[src/rtl/i2s_transmit_24.sv]
// Stereo I2S transmitter framed by an external SCK/WS pair.
// Holds one stereo pair and shifts it out MSB-first, one SCK after each WS edge.
module i2s_transmit_24 #(
  parameter int DATA_WIDTH  = 24,
  parameter int SLOT_WIDTH  = 32,
  parameter int SYNC_STAGES = 2
) (
  input  logic                  clk_i,
  input  logic                  rst_ni,
  input  logic                  sck_i,
  input  logic                  ws_i,
  input  logic [DATA_WIDTH-1:0] left_i,
  input  logic [DATA_WIDTH-1:0] right_i,
  input  logic                  valid_i,
  output logic                  ready_o,
  output logic                  sd_o,
  output logic                  frame_start_o,
  output logic                  underrun_o
);

  localparam int PAD_WIDTH = SLOT_WIDTH - DATA_WIDTH;

  logic [SYNC_STAGES-1:0] sck_sync;
  logic [SYNC_STAGES-1:0] ws_sync;
  logic                   sck_s;
  logic                   ws_s;
  logic                   sck_prev;
  logic                   ws_last;
  logic                   sck_fall;
  logic                   ws_chg;
  logic                   left_start;
  logic                   accept;
  logic                   hold_full;
  logic                   hold_full_nxt;
  logic                   started;
  logic [DATA_WIDTH-1:0]  hold_l;
  logic [DATA_WIDTH-1:0]  hold_r;
  logic [DATA_WIDTH-1:0]  active_r;
  logic [DATA_WIDTH-1:0]  chan_word;
  logic [SLOT_WIDTH-1:0]  shift;

  assign sck_s      = sck_sync[SYNC_STAGES-1];
  assign ws_s       = ws_sync[SYNC_STAGES-1];
  assign sck_fall   = sck_prev & ~sck_s;
  assign ws_chg     = sck_fall & (ws_s != ws_last);
  assign left_start = ws_chg & ~ws_s;
  assign accept     = valid_i & ready_o;

  always_ff @(posedge clk_i or negedge rst_ni) begin
    if (!rst_ni) begin
      sck_sync <= '0;
      ws_sync  <= '0;
      sck_prev <= 1'b0;
    end else begin
      sck_sync <= {sck_sync[SYNC_STAGES-2:0], sck_i};
      ws_sync  <= {ws_sync[SYNC_STAGES-2:0], ws_i};
      sck_prev <= sck_s;
    end
  end

  // Left slot takes the held pair directly; right slot replays the latched right sample.
  always_comb begin
    chan_word     = '0;
    hold_full_nxt = hold_full;
    if (left_start) begin
      if (hold_full) chan_word = hold_l;
    end else if (started) begin
      chan_word = active_r;
    end
    if (left_start) hold_full_nxt = 1'b0;
    if (accept)     hold_full_nxt = 1'b1;
  end

  always_ff @(posedge clk_i or negedge rst_ni) begin
    if (!rst_ni) begin
      sd_o          <= 1'b0;
      ready_o       <= 1'b1;
      frame_start_o <= 1'b0;
      underrun_o    <= 1'b0;
      shift         <= '0;
      active_r      <= '0;
      hold_l        <= '0;
      hold_r        <= '0;
      hold_full     <= 1'b0;
      ws_last       <= 1'b0;
      started       <= 1'b0;
    end else begin
      hold_full     <= hold_full_nxt;
      ready_o       <= ~hold_full_nxt;
      frame_start_o <= left_start;
      underrun_o    <= left_start & ~hold_full & started;
      if (accept) begin
        hold_l <= left_i;
        hold_r <= right_i;
      end
      if (sck_fall) begin
        sd_o    <= shift[SLOT_WIDTH-1];
        ws_last <= ws_s;
        if (ws_chg) shift <= {chan_word, {PAD_WIDTH{1'b0}}};
        else        shift <= shift << 1;
      end
      if (left_start) begin
        started  <= 1'b1;
        active_r <= hold_full ? hold_r : '0;
      end
    end
  end

endmodule

[config.mk]
export PLATFORM = sky130hd
export DESIGN_NAME = i2s_transmit_24
export DESIGN_NICKNAME = d
export VERILOG_FILES = /design/src/rtl/i2s_transmit_24.sv
export SDC_FILE = /design/constraint.sdc
export NUM_CORES = 1
export LEC_CHECK = 0
export CAP_MARGIN = 20
export CORE_AREA = 10 10 204 110
export DETAILED_ROUTE_END_ITERATION = 7
export DIE_AREA = 0 0 214 120
export GPL_TIMING_DRIVEN = 0
export MAX_ROUTING_LAYER = met4
export PLACE_DENSITY = 0.45
export SLEW_MARGIN = 20
export SYNTH_ARGS = -nofsm -noshare
export SYNTH_HDL_FRONTEND = slang
export SYNTH_SLANG_ARGS = --single-unit
export TNS_END_PERCENT = 20
[constraint.sdc]
create_clock -name clk_i -period 3.3 [get_ports clk_i]
set_input_delay 0.495 -clock clk_i [delete_from_list [all_inputs] [get_ports clk_i]]
set_output_delay 0.495 -clock clk_i [all_outputs]
set_load 0.01 [all_outputs]
==> metrics.md <==
| Metric | Value |
|---|---|
| Outcome | finished clean |
| Worst slew pin tran | 0.779 ns |
| Area growth syn-to-layout | 25.9% |
| Worst EP arrival | between 1 and 1.5 ns |
| Number of enable flip-flop cells after synthesis | 0 |
| Most common cell after layout, fill and taps aside | dfrtp_1 |
| Critical path fanouts, max | 2 |
| Fraction of layout cells with a size suffix above 1 | 0.214 |
| GPL Wtd Cong | around 0.83 |
| Top delay family on crit path | flip-flops |
| Critical Path RT | 2.80 ns |
| Top layer used by detailed routing | met4 |
| IO buf count | 56 |
| Setup WS pre-CTS | about 0.96 ns |
| Startpoint class of the critical path | flop |
| RSZ-0062 raised after global routing | false |
| Final period utilization | 0.583 |
| CP bufs+invs | 1 |
| Nets | 534 |
| Mapped Nets | 466 |
| Routed vias/inst | around 4.4 |
| CP peak stage delay | between 0.5 and 0.6 ns |
| Pwr Density | 774 mW/mm2 |
| Seq cells post-synth | ~110 |
| Area of the multi-input gates | 0.00178 mm2 |
| Post-Route WL | 13300 um |
| Initial Utilization | 0.244 |
| DRT antenna net count | 0 |
| Global Route Usage Sum | 0.110 |
| HPWL after DPL | 10200 um |
| Clock Skew | 0.0118 ns |
| Die Ht | 120 um |
| Initial antenna violation count | 0 |
| Row cnt | 36 |
| Final Max Tran Viols | 0 |
| Final global-route overflow total | 0 |
| Post_cts resized | 0 |
| WL met3 | 616 um |
| CTS Hold Bufs | 0 |
| Relative max-transition margin | 0.481 |
| Post-Synthesis Cells | 413 |
| Min-delay worst type | in -> async |
| Peak supply drop | 0.239 mV |
| DRC | 0 |
| Max-Cap Viols | 0 |
| CTS tree | done |
| Post-Syn Area per Cell | 11.2 um2 |
| Most frequent cells in the layout | dfrtp_1, nand2_1, clkdlybuf4s50_1, mux2_2, o21ai_0 |
| Post-Place Cells | 736 |
| Clock transition at the registers of the reported paths | 0.08 ns |
| End-of-flow core utilization | 0.308 |
| Drt first pass iters | 5 |
| Crit path cell chain | clkdlybuf4s50_1 |
| Routed len/inst | 17.7 um |
| CTS Root Cell | clkbuf_16 |
| Met2 WL post-DR | 5330 um |
| Worst Setup End Kind | output pin |
| Final cell count without fillers | 752 |
| Initial drt markers | 144 |
| Placeable Area | ~0.019 mm2 |
| CTS H-tree lvls | 3 |
| Ys flop type | dfrtp_1 |
| Met1 wire length | 7320 um |
| Clock buffer depth | 2 |
| Largest net degree at the start of global routing | 78 |
| Vias in the first global route | 3617 |
| Ant. Diodes | 0 |
| Die ar. | roughly 0.026 mm2 |
| Final Hold Viols | 0 |
| Leak Pwr | approximately 2.5 nW |
| YS warnings | 0 |
| Mapped Area | around 0.0046 mm2 |
| Sink Count | around 110 |
| Fillers | 1985 |
| Reg-to-reg slack, setup | 1.56 ns |
| Cts bufs inserted | 9 |
| Die Span X | roughly 210 um |
| Via Count | 3338 |
| Minimum clock period | about 1.9 ns |
| Netlist cell types | 30 |
| Hold slack final | 0.0134 ns |
| Setup Fix Bufs, Post-CTS | 0 |
| CP Class | reg -> out |
| Worst skew pair latency | ~0.36 ns |
| Sequential fraction of the synthesis area | 0.583 |
| Fraction of registers with async set/reset | 1.00 |
| Final worst slack | 1.38 ns |
| Endpoints failing setup | 0 |
| FF/Latch Area | 0.00270 mm2 |
| First-pass GRT wire length | roughly 21000 um |
| Achievable frequency | 520 MHz |
| Io pins | 57 |
| Critical-path top delay cell | dfstp_2 |
cell usage after synthesis, types with 3 or more instances:
master / number / area, um2
o41ai_2: 8 / 130
nand2_1: 74 / 278
o22ai_1: 11 / 68.8
dfrtp_1: 107 / 2680
and2_1: 12 / 75.1
nand3_1: 11 / 55.1
o21ai_0: 35 / 175
nand2b_1: 3 / 18.8
nor2_1: 11 / 41.3
buf_2: 16 / 80.1
clkbuf_1: 16 / 60.1
a31oi_1: 11 / 68.8
mux2_2: 48 / 541
a21oi_1: 22 / 110
or3b_2: 11 / 96.3
o41ai_1: 3 / 26.3
final timing paths:
kind                                        from                     end  cells past startpoint
hold reg to reg             ws_sync[0]$_DFF_PN0_    ws_sync[1]$_DFF_PN0_                      0
setup reg to reg           sck_sync[1]$_DFF_PN0_   shift[30]$_DFFE_PN0P_                      5
max in group asynchronous                 rst_ni  hold_r[23]$_DFFE_PN0P_                      2
setup / recovery               ready_o$_DFF_PN1_                 ready_o                      1
hold / removal                            rst_ni   hold_l[6]$_DFFE_PN0P_                      1
min in group clk_i          ws_sync[0]$_DFF_PN0_    ws_sync[1]$_DFF_PN0_                      0
registers in the layout (all words and copies together) (netlist names):
signal and count:
active_r 24, ready_o 1, ws_last 1, hold_l 24, sck_sync 2, sck_prev 1
sd_o 1, hold_full 1, hold_r 24, underrun_o 1, frame_start_o 1, started 1
shift 24, ws_sync 2
per-stage QoR:
stage | TNS (ns) | power, mW | cell area, um2
after floorplan | 0 | 3.02 | 4630
after global placement | -268.60 | 3.46 | 5530
after detailed placement | 0 | 3.52 | 5560
after CTS | 0 | 4.59 | 5830
after global routing | 0 | 4.85 | 5830
final | 0 | 4.52 | 5830
where the power goes:
| group | switching, mW | internal (mW) | total [mW] |
|---|---|---|---|
| Clock | 0.515 | 0.537 | 1.05 |
| Sequential | 0.335 | 1.88 | 2.22 |
| Combinational | 0.606 | 0.645 | 1.25 |
| Total | 1.46 | 3.06 | 4.52 |
final cells by class:
cell class	count	area share
flip-flops and latches	108	0.463
multi-input cells	270	0.304
repair buffers	57	0.101
well taps	266	0.0570
clock buffers	11	0.0416
plain buffers	34	0.0259
clock inverters	5	0.00600
inverters	1	0.000643
per-layer routing:
metal / track usage / up-vias
met2: 0.142 / 55
li1: - / 1572
met3: 0.0359 / 7
met1: 0.159 / 1704
met5: - / -
met4: 0.0239 / 0
cells by family after synthesis:
family	count (synthesis)	synth area share
AOI/OAI and AO/OA	93	0.130
xor gates and xnor gates	1	0.00351
buffers and inverters	35	0.0335
DFF	108	0.583
muxes	49	0.119
and+or+nand+nor	127	0.130
(Power assumes the default switching activity.)
